`src/rtl/fetch_stage_if.sv`:
```
// Instruction-memory request/response bundle between the F stage and imem.
// Master issues req/addr; slave returns rdata/ready.
interface fetch_stage_if;
    logic        imem_req;
    logic [31:0] imem_addr;
    logic [31:0] imem_rdata;
    logic        imem_ready;

    modport master (
        output imem_req,
        output imem_addr,
        input  imem_rdata,
        input  imem_ready
    );

    modport slave (
        input  imem_req,
        input  imem_addr,
        output imem_rdata,
        output imem_ready
    );
endinterface

```
`src/rtl/fetch_stage.sv`:
```
// MIPS32 F stage: PC register, imem request handshake and F/D register.
// Handles taken-branch delay slots plus eret/exception flushes.
module fetch_stage #(
    parameter logic [31:0] RESET_PC   = 32'h0000_3000,
    parameter logic [31:0] HANDLER_PC = 32'h0000_4180
) (
    input  logic          clk,
    input  logic          rst_n,
    input  logic [1:0]    PCselF,
    input  logic [31:0]   NPC,
    input  logic [31:0]   EPC,
    input  logic          StallF,
    fetch_stage_if.master imem,
    output logic [31:0]   InstrD,
    output logic [31:0]   PCD,
    output logic [31:0]   PC4D,
    output logic          ValidD,
    output logic          AdELD
);

    typedef enum logic [1:0] {
        S_IDLE,
        S_FETCH,
        S_HOLD
    } state_t;

    state_t      r_state;
    state_t      w_state_nx;
    logic [31:0] r_pc;
    logic        r_pend_valid;
    logic [31:0] r_pend_pc;
    logic        r_discard;
    logic [31:0] r_daddr;
    logic [31:0] r_buf;
    logic [31:0] r_instr;
    logic [31:0] r_pcd;
    logic [31:0] r_pc4d;
    logic        r_valid;
    logic        r_adel;

    logic        w_flush;
    logic [31:0] w_flush_pc;
    logic        w_mis;
    logic        w_req;
    logic        w_ready;
    logic        w_take;
    logic        w_load;
    logic        w_to_hold;
    logic        w_capture;
    logic [31:0] w_pc4;
    logic [31:0] w_next_pc;
    logic [31:0] w_instr;

    assign w_flush    = PCselF[1];
    assign w_flush_pc = PCselF[0] ? HANDLER_PC : EPC;
    assign w_mis      = (r_pc[1:0] != 2'b00);
    assign w_pc4      = r_pc + 32'd4;

    // A dropped-word wait keeps the old request alive on the bus.
    assign w_req   = (r_state == S_FETCH) && (r_discard || !w_mis);
    assign w_ready = w_req && imem.imem_ready;

    assign imem.imem_req  = w_req;
    assign imem.imem_addr = r_discard ? r_daddr : r_pc;

    assign w_take = (r_state == S_HOLD) ||
                    ((r_state == S_FETCH) && !r_discard &&
                     (w_mis || w_ready));

    assign w_load    = w_take && !StallF && !w_flush;
    assign w_to_hold = (r_state == S_FETCH) && !r_discard && !w_mis &&
                       w_ready && StallF && !w_flush;
    assign w_capture = (PCselF == 2'b01) && r_valid && !StallF;

    // A branch resolving as its delay slot is accepted goes straight to NPC.
    assign w_next_pc = w_capture    ? NPC :
                       r_pend_valid ? r_pend_pc : w_pc4;

    always_comb begin
        w_instr = 32'd0;
        unique case (1'b1)
            (r_state == S_HOLD): w_instr = r_buf;
            w_mis:               w_instr = 32'd0;
            default:             w_instr = imem.imem_rdata;
        endcase
    end

    always_comb begin
        w_state_nx = r_state;
        unique case (r_state)
            S_IDLE:  w_state_nx = S_FETCH;
            S_FETCH: w_state_nx = w_to_hold ? S_HOLD : S_FETCH;
            S_HOLD:  if (w_flush || !StallF) w_state_nx = S_FETCH;
            default: w_state_nx = S_IDLE;
        endcase
    end

    always_ff @(posedge clk or negedge rst_n) begin
        if (!rst_n) begin
            r_state <= S_IDLE;
        end else begin
            r_state <= w_state_nx;
        end
    end

    always_ff @(posedge clk or negedge rst_n) begin
        if (!rst_n) begin
            r_pc         <= RESET_PC;
            r_pend_valid <= 1'b0;
            r_pend_pc    <= 32'd0;
        end else if (w_flush) begin
            r_pc         <= w_flush_pc;
            r_pend_valid <= 1'b0;
        end else if (w_load) begin
            r_pc         <= w_next_pc;
            r_pend_valid <= 1'b0;
        end else if (w_capture) begin
            r_pend_valid <= 1'b1;
            r_pend_pc    <= NPC;
        end
    end

    always_ff @(posedge clk or negedge rst_n) begin
        if (!rst_n) begin
            r_discard <= 1'b0;
            r_daddr   <= 32'd0;
            r_buf     <= 32'd0;
        end else begin
            if (w_flush && w_req && !imem.imem_ready) begin
                r_discard <= 1'b1;
                r_daddr   <= imem.imem_addr;
            end else if (r_discard && imem.imem_ready) begin
                r_discard <= 1'b0;
            end
            if (w_to_hold) begin
                r_buf <= imem.imem_rdata;
            end
        end
    end

    always_ff @(posedge clk or negedge rst_n) begin
        if (!rst_n) begin
            r_instr <= 32'd0;
            r_pcd   <= 32'd0;
            r_pc4d  <= 32'd0;
            r_valid <= 1'b0;
            r_adel  <= 1'b0;
        end else if (w_flush || (!w_load && !StallF)) begin
            r_instr <= 32'd0;
            r_valid <= 1'b0;
            r_adel  <= 1'b0;
        end else if (w_load) begin
            r_instr <= w_instr;
            r_pcd   <= r_pc;
            r_pc4d  <= w_pc4;
            r_valid <= 1'b1;
            r_adel  <= (r_state == S_FETCH) && w_mis;
        end
    end

    assign InstrD = r_instr;
    assign PCD    = r_pcd;
    assign PC4D   = r_pc4d;
    assign ValidD = r_valid;
    assign AdELD  = r_adel;

endmodule

```
`src/flat_wrapper.sv`:
```
// flat-port wrapper written by rule: the top's interface ports become plain ports
module fetch_stage_flat 
#(
    parameter logic [31:0] RESET_PC   = 32'h0000_3000,
    parameter logic [31:0] HANDLER_PC = 32'h0000_4180
)
  (clk, rst_n, PCselF, NPC, EPC, StallF, InstrD, PCD, PC4D, ValidD, AdELD, imem_imem_req, imem_imem_addr, imem_imem_rdata, imem_imem_ready);
  fetch_stage_if imem_i ();
  input  logic clk;
  input  logic rst_n;
  input  logic [1:0] PCselF;
  input  logic [31:0] NPC;
  input  logic [31:0] EPC;
  input  logic StallF;
  output logic [31:0] InstrD;
  output logic [31:0] PCD;
  output logic [31:0] PC4D;
  output logic ValidD;
  output logic AdELD;
  output wire logic [$bits(imem_i.imem_req)-1:0] imem_imem_req;
  output wire logic [$bits(imem_i.imem_addr)-1:0] imem_imem_addr;
  input wire logic [$bits(imem_i.imem_rdata)-1:0] imem_imem_rdata;
  input wire logic [$bits(imem_i.imem_ready)-1:0] imem_imem_ready;
  assign imem_imem_req = imem_i.imem_req;
  assign imem_imem_addr = imem_i.imem_addr;
  assign imem_i.imem_rdata = imem_imem_rdata;
  assign imem_i.imem_ready = imem_imem_ready;
  fetch_stage #(.RESET_PC(RESET_PC), .HANDLER_PC(HANDLER_PC)) u_core (.clk(clk), .rst_n(rst_n), .PCselF(PCselF), .NPC(NPC), .EPC(EPC), .StallF(StallF), .imem(imem_i), .InstrD(InstrD), .PCD(PCD), .PC4D(PC4D), .ValidD(ValidD), .AdELD(AdELD));
endmodule
```
`config.mk`:
```
export PLATFORM = sky130hd
export DESIGN_NAME = fetch_stage_flat
export DESIGN_NICKNAME = d
export VERILOG_FILES = /design/src/rtl/fetch_stage_if.sv /design/src/rtl/fetch_stage.sv /design/src/flat_wrapper.sv
export SDC_FILE = /design/constraint.sdc
export NUM_CORES = 1
export LEC_CHECK = 0
export ABC_CLOCK_PERIOD_IN_PS = 4400
export CORE_ASPECT_RATIO = 1.25
export CORE_MARGIN = 2
export CORE_UTILIZATION = 57
export CTS_BUF_LIST = sky130_fd_sc_hd__clkbuf_8
export DETAILED_ROUTE_END_ITERATION = 6
export HOLD_SLACK_MARGIN = 0.15
export PLACE_DENSITY_LB_ADDON = 0.08
export SYNTH_ARGS = -nofsm -noshare
export SYNTH_HDL_FRONTEND = slang
export SYNTH_SLANG_ARGS = --single-unit
export TNS_END_PERCENT = 30
```
`constraint.sdc`:
```
create_clock -name clk -period 4.4 [get_ports clk]
set_clock_uncertainty 0.05 [all_clocks]
set_input_delay 1.32 -clock clk [delete_from_list [all_inputs] [get_ports clk]]
set_output_delay 1.32 -clock clk [all_outputs]
set_load 0.05 [all_outputs]
```
==> summary.md <==
| Metric | Value |
|---|---|
| Status | complete, no violations |
| EDFF count, synth | 0 |
| Lkg Pwr | 6.03 nW |
| I/O Pins | approximately 230 |
| Crit path capture type | output port |
| Die area | roughly 0.020 mm^2 |
| Worst Hold End | u_core.PC4D[15] |
| Routed length on met1 | between 10,000 and 15,000 um |
| Worst hold start | u_core.PC4D[15] |
| PwrDens | slightly above 500 mW/mm^2 |
| R2R cell count | 5 |
| CTS H-tree lvls | 2 |
| Remaining global-route overflow | 0 |
| Final period util | 92.7% |
| Met3 routed WL | roughly 2400 um |
| Worst slew pin tran | approximately 1.1 ns |
| DR WL met2 | 14,300 um |
| Global-route wire length before repair | between 40,000 and 50,000 um |
| P&R area growth vs syn | 30.3% |
| Arr. time, crit path | approximately 2.7 ns |
| Count of pins over their slew limit | 0 |
| Drt first pass iters | 6 |
| Worst path required time | just over 3 ns |
| Final Net Count | 1,336 |
| Post-route insts no fill | between 1k and 1.5k |
| Peak fanout along the critical path | 43 |
| Top area cells in the synthesized netlist | dfrtp_1 53%, mux2_2 13%, nand2_1 6.8% |
| Min-Delay Path Depth | 2 |
| Flops & latches, synth | roughly 230 |
| # rows | 55 |
| Internal reg-to-reg setup slack | 1.18 ns |
| Final Hold Viols | 0 |
| Core area | 0.0182 mm^2 |
| Worst Hold Class | reg2reg |
| ANT cells | 0 |
| Worst Setup Start Kind | register |
| Crit path time final | 4.08 ns |
| DR DRC count | 0 |
| Yosys top cell by area | dfrtp_1 |
| Setup Buffers After CTS | 0 |
| Vias | between 8k and 9k |
| Post-synth top cells | 226 x dfrtp_1, 191 x nand2_1, 122 x mux2_2 |
| Clk slew on worst S/H paths | 0.06 ns |
| Resized Gates After CTS | 0 |
| Antenna Nets Post-Route | 0 |
| DP Cell Count | 1,422 |
| Fill count | between 1k and 1.5k |
| Die width | roughly 130 um |
| Fraction of layout cells with a size suffix above 1 | between 15 and 20% |
| RR Startpoint | u_core.r_discard |
| WL final | between 20,000 and 30,000 um |
| Vias in the first global route | around 8.7k |
| Tot GR Track Use | approximately 30% |
| WS Path Type | reg2out |
| Max Cap Viol | 0 |
| Post-synth ARST share | 100% |
| Post-DP HPWL | 19,900 um |
| DR top layer | met4 |
| Sequential element share of the synthesized area | a little over half |
| Reg-to-reg critical path endpoint | u_core.r_pc[16] |
| CTS tree | done |
| Max Freq | around 250 MHz |
| Worst-case clock buffer depth | 3 |
| Via density | 5.98 |
| Yosys top cell area share | a little over half |
| Most frequent cell after synthesis | dfrtp_1 |
| Maximum vdd ir drop | approximately 0.37 mV |
| Mapped Nets | roughly 1.1k |
| DR WL/cell | 19.9 um |
| Post-synth top flop | dfrtp_1 |
| Starting density of the core | between 50% and 60% |
| Post-synthesis cell type count | 60 |
| Synthesized area | about 0.011 mm^2 |
| Slew HR | a little over a quarter |
| Iteration-0 DRC Markers | between 700 and 800 |
| Sink Count | 228 |
| Setup violators final | 0 |
| Height of the die | 156 um |
| Final setup TNS | 0 ns |
| CTS root buffer | clkbuf_8 |
| Initial antenna violation count | 0 |
| Cts bufs inserted | 37 |
| Largest net degree at the start of global routing | 102 |
| Final worst slack | about 0.32 ns |
| Synth warn | 0 |
| Pre-CTS WS | 0.479 ns |
| RSZ-0062 raised after global routing | no |
| I/O Buffers | around 230 |
| Mapped Cells | just over 1k |
| Worst skew pair latency | 0.53 ns |
| CTS Hold Bufs | 0 |
| RD Place Congestion | a little over 0.9 |
| Syn_area_per_cell | 10.5 um^2 |
## kinds of logic after synthesis
logic type / after synthesis / synth area share [%]
flip-flops: 228 / 53.9
XOR/XNOR: 25 / 2.07
multiplexers: 127 / 13.5
adder cells (fa/ha/maj): 1 / 0.118
buffers and inverters: 85 / 3.13
AO/OA/AOI/OAI: 228 / 13.9
AND/OR/NAND/NOR: 317 / 13.4
## worst max-delay path by stage
stage          slack [ns]        startpoint                  to  cells past startpoint
6_report             0.32  u_core.r_discard  imem_imem_addr[11]                      2
2_1_floorplan        1.19  u_core.r_discard  imem_imem_addr[30]                      3
4_1_cts              0.32  u_core.r_discard  imem_imem_addr[11]                      2
3_5_place_dp         0.48   imem_imem_ready     u_core.r_pc[14]                      6
3_3_place_gp         0.57   imem_imem_ready     u_core.r_pc[14]                      6
5_1_grt              0.22  u_core.r_discard  imem_imem_addr[11]                      2
## sequential cells by signal (all words and copies together), names as in the netlist
| register | cells |
|---|---|
| u_core.AdELD | 1 |
| u_core.InstrD | 32 |
| u_core.PC4D | 32 |
| u_core.PCD | 30 |
| u_core.ValidD | 1 |
| u_core.r_buf | 32 |
| u_core.r_daddr | 32 |
| u_core.r_discard | 1 |
| u_core.r_pc | 32 |
| u_core.r_pend_pc | 32 |
| u_core.r_pend_valid | 1 |
| u_core.r_state | 2 |
## cells in the final DEF, fill, tap and decap left out, types with 3 or more instances in the layout
master,count
xnor2_1,20
or4_1,3
mux2i_1,5
nor2_1,43
a222oi_1,7
a31oi_1,7
a21o_1,4
nand2_1,190
clkdlybuf4s50_1,231
and2_1,4
o21ai_0,104
o21a_1,9
nor4_1,7
buf_4,19
nand3_1,8
dfrtp_1,225
mux2_2,122
inv_1,29
o31ai_1,6
a21boi_0,5
a22oi_1,34
nor3_1,14
nand4_1,6
nor2b_1,4
o221ai_1,3
nand2b_1,3
a21oi_1,15
or3_1,7
nand3b_1,5
o211ai_1,4
and3_1,7
buf_12,3
a221o_1,12
xor2_1,5
clkbuf_8,42
## power by group
group	internal (mW)	switching (mW)
sequential	2.62	0.353
clock	0.858	0.800
combinational	0.967	1.49
## area by class of cell
type | instances | area (um^2) | area share [%]
Timing Repair Buffer | 254 | 2530 | 18.3
Tap cell | 228 | 285 | 2.07
Clock inverter | 16 | 61.3 | 0.444
Clock buffer | 42 | 578 | 4.19
Inverter | 14 | 52.6 | 0.381
Multi-Input combinational cell | 698 | 4580 | 33.2
Sequential cell | 228 | 5710 | 41.4
## metrics by stage
| step | hold WS (ns) | utilization, % | cell area [um^2] | power (mW) |
|---|---|---|---|---|
| 2_1_floorplan | 0.420 | - | 10600 | 4.55 |
| 3_3_place_gp | 0.408 | 72.4 | 13200 | 5.39 |
| 3_5_place_dp | 0.418 | 72.4 | 13200 | 5.46 |
| 4_1_cts | 0.432 | 75.9 | 13800 | 7.11 |
| 5_1_grt | 0.440 | 75.9 | 13800 | 7.40 |
| 6_report | 0.425 | 75.9 | 13800 | 7.09 |
## metal layers
metal  up-vias  track usage, %
met5         -               0
met1      4348            38.9
li1       4033               -
met2       403            48.6
met4         0            12.0
met3        66            7.18
## worst max-delay path: stages, from the launching register on
cell	delay, ns
dfrtp_2	0.97
mux2_2	0.43
clkdlybuf4s50_1	0.74
(Power assumes the default switching activity.)
